[src/rtl/pkt_meta_sched_if.sv]
// pkt_meta_sched_if
// Bundles every non-clock signal of the packet/metadata read scheduler.
//   i_pkt_empty / i_pkt_dout / o_pkt_rden    : packet FIFO read side (FWFT, 134b beats)
//   i_meta_empty / i_meta_dout / o_meta_rden : metadata FIFO read side (FWFT)
//   i_out_ready                              : downstream accepts a beat this cycle
//   o_data_valid / o_data                    : registered output beat
//   o_meta_valid / o_meta                    : registered metadata, only with the head beat
//   o_pkt_cnt / o_err_cnt                    : statistics (live only with STAT_CNT_EN)
// Modports: slave = scheduler side, master = FIFO/downstream (environment) side.
interface pkt_meta_sched_if #(
  parameter int META_W = 128,
  parameter int CNT_W  = 32
);
  logic              i_pkt_empty;
  logic [133:0]      i_pkt_dout;
  logic              o_pkt_rden;
  logic              i_meta_empty;
  logic [META_W-1:0] i_meta_dout;
  logic              o_meta_rden;
  logic              i_out_ready;
  logic              o_data_valid;
  logic [133:0]      o_data;
  logic              o_meta_valid;
  logic [META_W-1:0] o_meta;
  logic [CNT_W-1:0]  o_pkt_cnt;
  logic [CNT_W-1:0]  o_err_cnt;

  modport slave (
    input  i_pkt_empty, i_pkt_dout, i_meta_empty, i_meta_dout, i_out_ready,
    output o_pkt_rden, o_meta_rden, o_data_valid, o_data, o_meta_valid, o_meta,
           o_pkt_cnt, o_err_cnt
  );

  modport master (
    output i_pkt_empty, i_pkt_dout, i_meta_empty, i_meta_dout, i_out_ready,
    input  o_pkt_rden, o_meta_rden, o_data_valid, o_data, o_meta_valid, o_meta,
           o_pkt_cnt, o_err_cnt
  );
endinterface

[src/rtl/pkt_meta_sched.sv]
// pkt_meta_sched
// Read-side scheduler pairing each buffered packet with its parser metadata word.
// Pops are combinational from state and FIFO heads; output beats are registered,
// so a beat popped in cycle t appears on o_data in cycle t+1.
// Ports:
//   i_clk   : clock
//   i_rst_n : asynchronous active-low reset
//   bus     : pkt_meta_sched_if.slave (FIFO read sides, output beat, statistics)
// Build option: define STAT_CNT_EN to implement o_pkt_cnt / o_err_cnt; otherwise
// both are tied to zero and no counter registers exist.
module pkt_meta_sched #(
  parameter int META_W = 128,
  parameter int CNT_W  = 32
) (
  input  logic            i_clk,
  input  logic            i_rst_n,
  pkt_meta_sched_if.slave bus
);

  typedef enum logic [1:0] {
    IDLE = 2'd0,
    BODY = 2'd1,
    DROP = 2'd2
  } state_e;

  localparam logic [1:0] TAG_BODY   = 2'b00;
  localparam logic [1:0] TAG_HEAD   = 2'b01;
  localparam logic [1:0] TAG_TAIL   = 2'b10;
  localparam logic [1:0] TAG_SINGLE = 2'b11;

  state_e            state_q, state_d;
  logic              gap_q, gap_d;
  logic              data_valid_q, data_valid_d;
  logic [133:0]      data_q, data_d;
  logic              meta_valid_q, meta_valid_d;
  logic [META_W-1:0] meta_q, meta_d;
  logic              pkt_rden_s, meta_rden_s;
  logic              pkt_inc_s, err_inc_s;
  logic [1:0]        tag_s;
  logic              tag_starts_s;

  assign tag_s        = bus.i_pkt_dout[133:132];
  assign tag_starts_s = (tag_s == TAG_HEAD) || (tag_s == TAG_SINGLE);

  // Next-state, pop and output-beat decode.
  always_comb begin
    state_d      = state_q;
    gap_d        = 1'b0;
    pkt_rden_s   = 1'b0;
    meta_rden_s  = 1'b0;
    pkt_inc_s    = 1'b0;
    err_inc_s    = 1'b0;
    data_valid_d = 1'b0;
    data_d       = data_q;
    meta_valid_d = 1'b0;
    meta_d       = meta_q;
    case (state_q)
      IDLE: begin
        // gap_q holds off one cycle after a packet closes so packets never abut.
        if (gap_q || bus.i_pkt_empty) begin
          state_d = IDLE;
        end else if (!tag_starts_s) begin
          pkt_rden_s = 1'b1;
          err_inc_s  = 1'b1;
          state_d    = DROP;
        end else if (!bus.i_meta_empty && bus.i_out_ready) begin
          pkt_rden_s   = 1'b1;
          meta_rden_s  = 1'b1;
          data_valid_d = 1'b1;
          data_d       = bus.i_pkt_dout;
          meta_valid_d = 1'b1;
          meta_d       = bus.i_meta_dout;
          if (tag_s == TAG_SINGLE) begin
            pkt_inc_s = 1'b1;
            state_d   = IDLE;
          end else begin
            state_d = BODY;
          end
        end else begin
          state_d = IDLE;
        end
      end
      BODY: begin
        if (!bus.i_pkt_empty && bus.i_out_ready) begin
          pkt_rden_s   = 1'b1;
          data_valid_d = 1'b1;
          data_d       = bus.i_pkt_dout;
          if (tag_s == TAG_TAIL) begin
            pkt_inc_s = 1'b1;
            state_d   = IDLE;
          end else if (tag_starts_s) begin
            // Missing tail: close the open packet with this beat retagged as tail.
            data_d[133:132] = TAG_TAIL;
            err_inc_s       = 1'b1;
            state_d         = IDLE;
          end else begin
            state_d = BODY;
          end
        end else begin
          state_d = BODY;
        end
      end
      DROP: begin
        if (!bus.i_pkt_empty) begin
          pkt_rden_s = 1'b1;
          if (tag_s != TAG_BODY) begin
            state_d = IDLE;
          end else begin
            state_d = DROP;
          end
        end else begin
          state_d = DROP;
        end
      end
      default: begin
        state_d = IDLE;
      end
    endcase
    gap_d = pkt_rden_s && (state_d == IDLE);
  end

  // State and registered output beat.
  always_ff @(posedge i_clk or negedge i_rst_n) begin
    if (!i_rst_n) begin
      state_q      <= IDLE;
      gap_q        <= 1'b0;
      data_valid_q <= 1'b0;
      data_q       <= 134'd0;
      meta_valid_q <= 1'b0;
      meta_q       <= {META_W{1'b0}};
    end else begin
      state_q      <= state_d;
      gap_q        <= gap_d;
      data_valid_q <= data_valid_d;
      data_q       <= data_d;
      meta_valid_q <= meta_valid_d;
      meta_q       <= meta_d;
    end
  end

  // Reset gates the pops directly so an abort mid-packet stops popping at once.
  assign bus.o_pkt_rden   = pkt_rden_s & i_rst_n;
  assign bus.o_meta_rden  = meta_rden_s & i_rst_n;
  assign bus.o_data_valid = data_valid_q;
  assign bus.o_data       = data_q;
  assign bus.o_meta_valid = meta_valid_q;
  assign bus.o_meta       = meta_q;

`ifdef STAT_CNT_EN
  logic [CNT_W-1:0] pkt_cnt_q, err_cnt_q;

  // Statistics counters; wrap naturally at 2^CNT_W.
  always_ff @(posedge i_clk or negedge i_rst_n) begin
    if (!i_rst_n) begin
      pkt_cnt_q <= {CNT_W{1'b0}};
      err_cnt_q <= {CNT_W{1'b0}};
    end else begin
      if (pkt_inc_s) begin
        pkt_cnt_q <= pkt_cnt_q + {{(CNT_W-1){1'b0}}, 1'b1};
      end else begin
        pkt_cnt_q <= pkt_cnt_q;
      end
      if (err_inc_s) begin
        err_cnt_q <= err_cnt_q + {{(CNT_W-1){1'b0}}, 1'b1};
      end else begin
        err_cnt_q <= err_cnt_q;
      end
    end
  end

  assign bus.o_pkt_cnt = pkt_cnt_q;
  assign bus.o_err_cnt = err_cnt_q;
`else
  logic unused_inc_s;
  assign unused_inc_s  = pkt_inc_s ^ err_inc_s;
  assign bus.o_pkt_cnt = {CNT_W{1'b0}};
  assign bus.o_err_cnt = {CNT_W{1'b0}};
`endif

endmodule

[src/flat_wrapper.sv]
// flat-port wrapper written by rule: the top's interface ports become plain ports
module pkt_meta_sched_flat 
#(
  parameter int META_W = 128,
  parameter int CNT_W  = 32
)
  (i_clk, i_rst_n, bus_i_pkt_empty, bus_i_pkt_dout, bus_i_meta_empty, bus_i_meta_dout, bus_i_out_ready, bus_o_pkt_rden, bus_o_meta_rden, bus_o_data_valid, bus_o_data, bus_o_meta_valid, bus_o_meta, bus_o_pkt_cnt, bus_o_err_cnt);
  pkt_meta_sched_if #(.META_W(META_W), .CNT_W(CNT_W)) bus_i ();
  input  logic i_clk;
  input  logic i_rst_n;
  input wire logic [$bits(bus_i.i_pkt_empty)-1:0] bus_i_pkt_empty;
  input wire logic [$bits(bus_i.i_pkt_dout)-1:0] bus_i_pkt_dout;
  input wire logic [$bits(bus_i.i_meta_empty)-1:0] bus_i_meta_empty;
  input wire logic [$bits(bus_i.i_meta_dout)-1:0] bus_i_meta_dout;
  input wire logic [$bits(bus_i.i_out_ready)-1:0] bus_i_out_ready;
  output wire logic [$bits(bus_i.o_pkt_rden)-1:0] bus_o_pkt_rden;
  output wire logic [$bits(bus_i.o_meta_rden)-1:0] bus_o_meta_rden;
  output wire logic [$bits(bus_i.o_data_valid)-1:0] bus_o_data_valid;
  output wire logic [$bits(bus_i.o_data)-1:0] bus_o_data;
  output wire logic [$bits(bus_i.o_meta_valid)-1:0] bus_o_meta_valid;
  output wire logic [$bits(bus_i.o_meta)-1:0] bus_o_meta;
  output wire logic [$bits(bus_i.o_pkt_cnt)-1:0] bus_o_pkt_cnt;
  output wire logic [$bits(bus_i.o_err_cnt)-1:0] bus_o_err_cnt;
  assign bus_i.i_pkt_empty = bus_i_pkt_empty;
  assign bus_i.i_pkt_dout = bus_i_pkt_dout;
  assign bus_i.i_meta_empty = bus_i_meta_empty;
  assign bus_i.i_meta_dout = bus_i_meta_dout;
  assign bus_i.i_out_ready = bus_i_out_ready;
  assign bus_o_pkt_rden = bus_i.o_pkt_rden;
  assign bus_o_meta_rden = bus_i.o_meta_rden;
  assign bus_o_data_valid = bus_i.o_data_valid;
  assign bus_o_data = bus_i.o_data;
  assign bus_o_meta_valid = bus_i.o_meta_valid;
  assign bus_o_meta = bus_i.o_meta;
  assign bus_o_pkt_cnt = bus_i.o_pkt_cnt;
  assign bus_o_err_cnt = bus_i.o_err_cnt;
  pkt_meta_sched #(.META_W(META_W), .CNT_W(CNT_W)) u_core (.i_clk(i_clk), .i_rst_n(i_rst_n), .bus(bus_i));
endmodule
[config.mk]
export PLATFORM = sky130hd
export DESIGN_NAME = pkt_meta_sched_flat
export DESIGN_NICKNAME = d
export VERILOG_FILES = /design/src/rtl/pkt_meta_sched_if.sv /design/src/rtl/pkt_meta_sched.sv /design/src/flat_wrapper.sv
export SDC_FILE = /design/constraint.sdc
export NUM_CORES = 1
export LEC_CHECK = 0
export ABC_AREA = 0
export CAP_MARGIN = 20
export CELL_PAD_IN_SITES_DETAIL_PLACEMENT = 0
export CELL_PAD_IN_SITES_GLOBAL_PLACEMENT = 1
export CORE_AREA = 2 2 231 233
export CTS_CLUSTER_SIZE = 16
export DETAILED_ROUTE_END_ITERATION = 12
export DIE_AREA = 0 0 233 235
export GPL_ROUTABILITY_DRIVEN = 0
export MAX_ROUTING_LAYER = met4
export PLACE_DENSITY = 0.59
export SLEW_MARGIN = 20
export SYNTH_ARGS = -nofsm -noshare
export SYNTH_HDL_FRONTEND = slang
export SYNTH_SLANG_ARGS = --single-unit
[constraint.sdc]
create_clock -name i_clk -period 1.8 [get_ports i_clk]
set_input_delay 0.36 -clock i_clk [delete_from_list [all_inputs] [get_ports i_clk]]
set_output_delay 0.36 -clock i_clk [all_outputs]
set_load 0.01 [all_outputs]
==> run_results.csv <==
group,metric,value,unit
run_status,outcome,"complete, but fails checks",
run_status,violations,"negative setup slack",
pwr,leakage,0.0102,uW
detailed_routing,drt-total-wl,41700,um
worst_hold_path,min_path_type,"input pin to async pin",
sta,holdWs,0.252,ns
setup_path,max_stage_delay,0.44,ns
setup_path,path_max_fanout,4,
synthesis,synth-seq-cells,267,
die,die_h,235,um
synthesis,synthFlopType,"dfrtp_1",
setup_path,cp-startpoint,"u_core.state_q[0]",
synthesis,yosysTopAreaCell,"dfrtp_1",
detailed_routing,first_pass_iters,4,
setup_path,critical_path_required,1.44,ns
detailed_routing,drc,0,
detailed_routing,antenna_left,0,
setup_path,worst_setup_path_start_kind,"flop",
synthesis,synth_edf_count,0,
cts,cts_tree,"done",
setup_path,arrival,1.77,ns
place,place.port_buffers,532,
setup_path,endpoint_kind,"output port",
detailed_routing,drt_iter0_markers,213,
die,die_area,0.0548,mm2
die,fp.coreArea,0.0522,mm2
sta,maxSlewHeadroom,0.585,
global_route,grt_pass1_vias,9241,
cts,clock_latency,0.53,ns
setup_path,cp_top_family,"flip-flops",
job,drv_cap,0,
sta,tightest_slew,0.623,ns
cts,htree_levels,2,
setup_path,path_cells,"nor4_4 > o21ai_1 > o21a_1 > nor2b_1 > buf_2",
pwr,totalPowerFinal,29600,uW
final_layout,fillers,5205,
cts,clk_pin_slew,0.05,ns
synthesis,ys_warn_count,0,
synthesis,synth_common_cells,"nand2_1 (390), dfrtp_1 (267), mux2_2 (96)",
sta,fin_crit_sh,1.18,
die,die_x,233,um
synthesis,syn_area_per_cell,11.5,um2
setup_path,worst-setup-path-type,"flop to output port",
global_route,grt_usage,0.140,
sta,clock_skew,0.0137,ns
detailed_routing,wire_per_inst,18.4,um
sta,layout_setup_ws,-0.332,ns
cts,clock_sinks,267,
die,initial_core_util,0.203,
sta,min_period,2.13,ns
synthesis,synth_top_area_frac,0.629,
sta,drv_slew,0,
sta,fmax,469,MHz
global_route,antenna_found_initial,6,
pwr,p_per_area,1480,mW/mm2
detailed_routing,num_vias,8829,
sta,hold_viol_final,0,
global_route,grt_pass1_wl,56800,um
synthesis,yosysSeqAreaShare,0.629,
pwr,vdd_ir_drop_max,0.000831,V
global_route,grt_start_max_net_pins,104,
setup_path,cpMaxStageDelayCell,"dfrtp_2",
global_route,grt_overflow,0,
synthesis,post_synth_inst_count,921,
final_layout,drive_gt1_frac,0.294,
synthesis,synth_area,0.0106,mm2
synthesis,synthMostInstantiatedCell,"nand2_1",
final_layout,area_delta_synth_final,88.0,%
die,io_pins,597,
synthesis,async_reset_ff_frac,1.00,
sta,finalSetupViolCount,267,
synthesis,yosysUniqueCellTypes,23,
cts,clock-root-buffer,"clkbuf_16",
synthesis,synth_area_leaders,"dfrtp_1 (63%), nand2_1 (14%), mux2_2 (10%), mux2_4 (5.1%), buf_4 (4.5%)",
setup_path,r2r_start,"u_core.state_q[0]",
final_layout,fin_util,0.383,
cts,cts_buffers,35,
detailed_routing,viasPerCell,3.90,
setup_path,cp_num_buf_inv,1,
cts,clock_path_buffers,3,
final_layout,layout.nets,1816,
place,pre_cts_slack,-0.621,ns
die,row_count,84,
place,dp_hpwl,27600,um
sta,grt_setup_unrepaired,"true",
## timing repair
item	in CTS	in global routing
pin swaps	1	216
setup endpoints to repair	372	258
hold buffers	1	0
gates cloned	10	27
hold endpoints to repair	30	0
buffers inserted	17	9
resized for setup	338	333
## layout make-up
class                           count  area (um2)  area share
Antenna cell                        6        15.0    0.000751
Clock buffer                       51        1050      0.0524
Clock inverter                      7        81.3     0.00407
Inverter                            4        41.3     0.00207
Multi-Input combinational cell    607        4450       0.223
Sequential cell                   267        6680       0.334
Tap cell                          688         861      0.0431
Timing Repair Buffer              632        6780       0.339
Timing Repair inverter              2        27.5     0.00138
## worst paths after layout
kind | slack, ns | depth (start not counted) | to
min in group i_clk | 0.36 | 3 | u_core.bus.o_meta[89]
max reg2reg | -0.23 | 9 | u_core.bus.o_data[93]
max in group asynchronous | 0.45 | 4 | u_core.state_q[0]
min | 0.25 | 2 | u_core.bus.o_meta[63]
max | -0.33 | 5 | bus_o_pkt_rden
min reg2reg | 0.47 | 2 | u_core.bus.o_meta[67]
## placed cells by master (no fill, tap or decap), types with 3 or more instances in the layout
cell type	Yosys	layout
dfrtp_1	267	266
mux2_2	96	26
buf_12	0	26
nand2_2	0	118
conb_1	1	64
dlygate4sd2_1	0	251
mux2_4	36	106
diode_2	0	6
buf_4	64	13
buf_16	0	8
o21ai_0	5	3
clkbuf_16	0	53
buf_6	5	15
clkbuf_8	0	9
nor2b_1	4	3
dlymetal6s2s_1	0	11
nand2_1	390	223
nand2_4	0	48
clkbuf_1	14	6
inv_1	4	3
clkdlybuf4s50_1	0	267
buf_8	0	21
## cell families after synthesis
| family | synth area share |
|---|---|
| AND/OR/NAND/NOR | 0.145 |
| buffers and inverters | 0.0680 |
| AO/OA/AOI/OAI | 0.00553 |
| multiplexers | 0.153 |
| flip-flops | 0.629 |
| other | 0.000353 |
## sequential cells by signal, indices dropped and copies added, names as in the netlist
name                     flops
u_core.bus.o_meta          128
u_core.bus.o_data_valid      1
u_core.bus.o_data          134
u_core.bus.o_meta_valid      1
u_core.state_q               2
u_core.gap_q                 1
## metal layers
| layer | global-route usage | vias up | part of all wire |
|---|---|---|---|
| li1 | - | 4094 | - |
| met1 | 0.152 | 4321 | 0.38 |
| met2 | 0.237 | 363 | 0.51 |
| met3 | 0.0527 | 51 | 0.089 |
| met4 | 0.0413 | 0 | 0.020 |
| met5 | - | - | 0 |
## where the power goes
group	total, uW	switching, uW	leakage [uW]	internal, uW
Combinational	11800	5170	0.00630	6660
Clock	6820	2650	0.000554	4170
Sequential	11000	1960	0.00330	9010
## stage by stage
stage	cells	cell area [um2]	setup TNS (ns)
5_1_grt	2264	20000	-56.08
6_report	2264	20000	-41.20
3_5_place_dp	2146	16900	-90.18
2_1_floorplan	984	10900	0
3_3_place_gp	2146	16900	-86.10
4_1_cts	2231	18400	-21.81
Power figures use the tool's default switching activity.
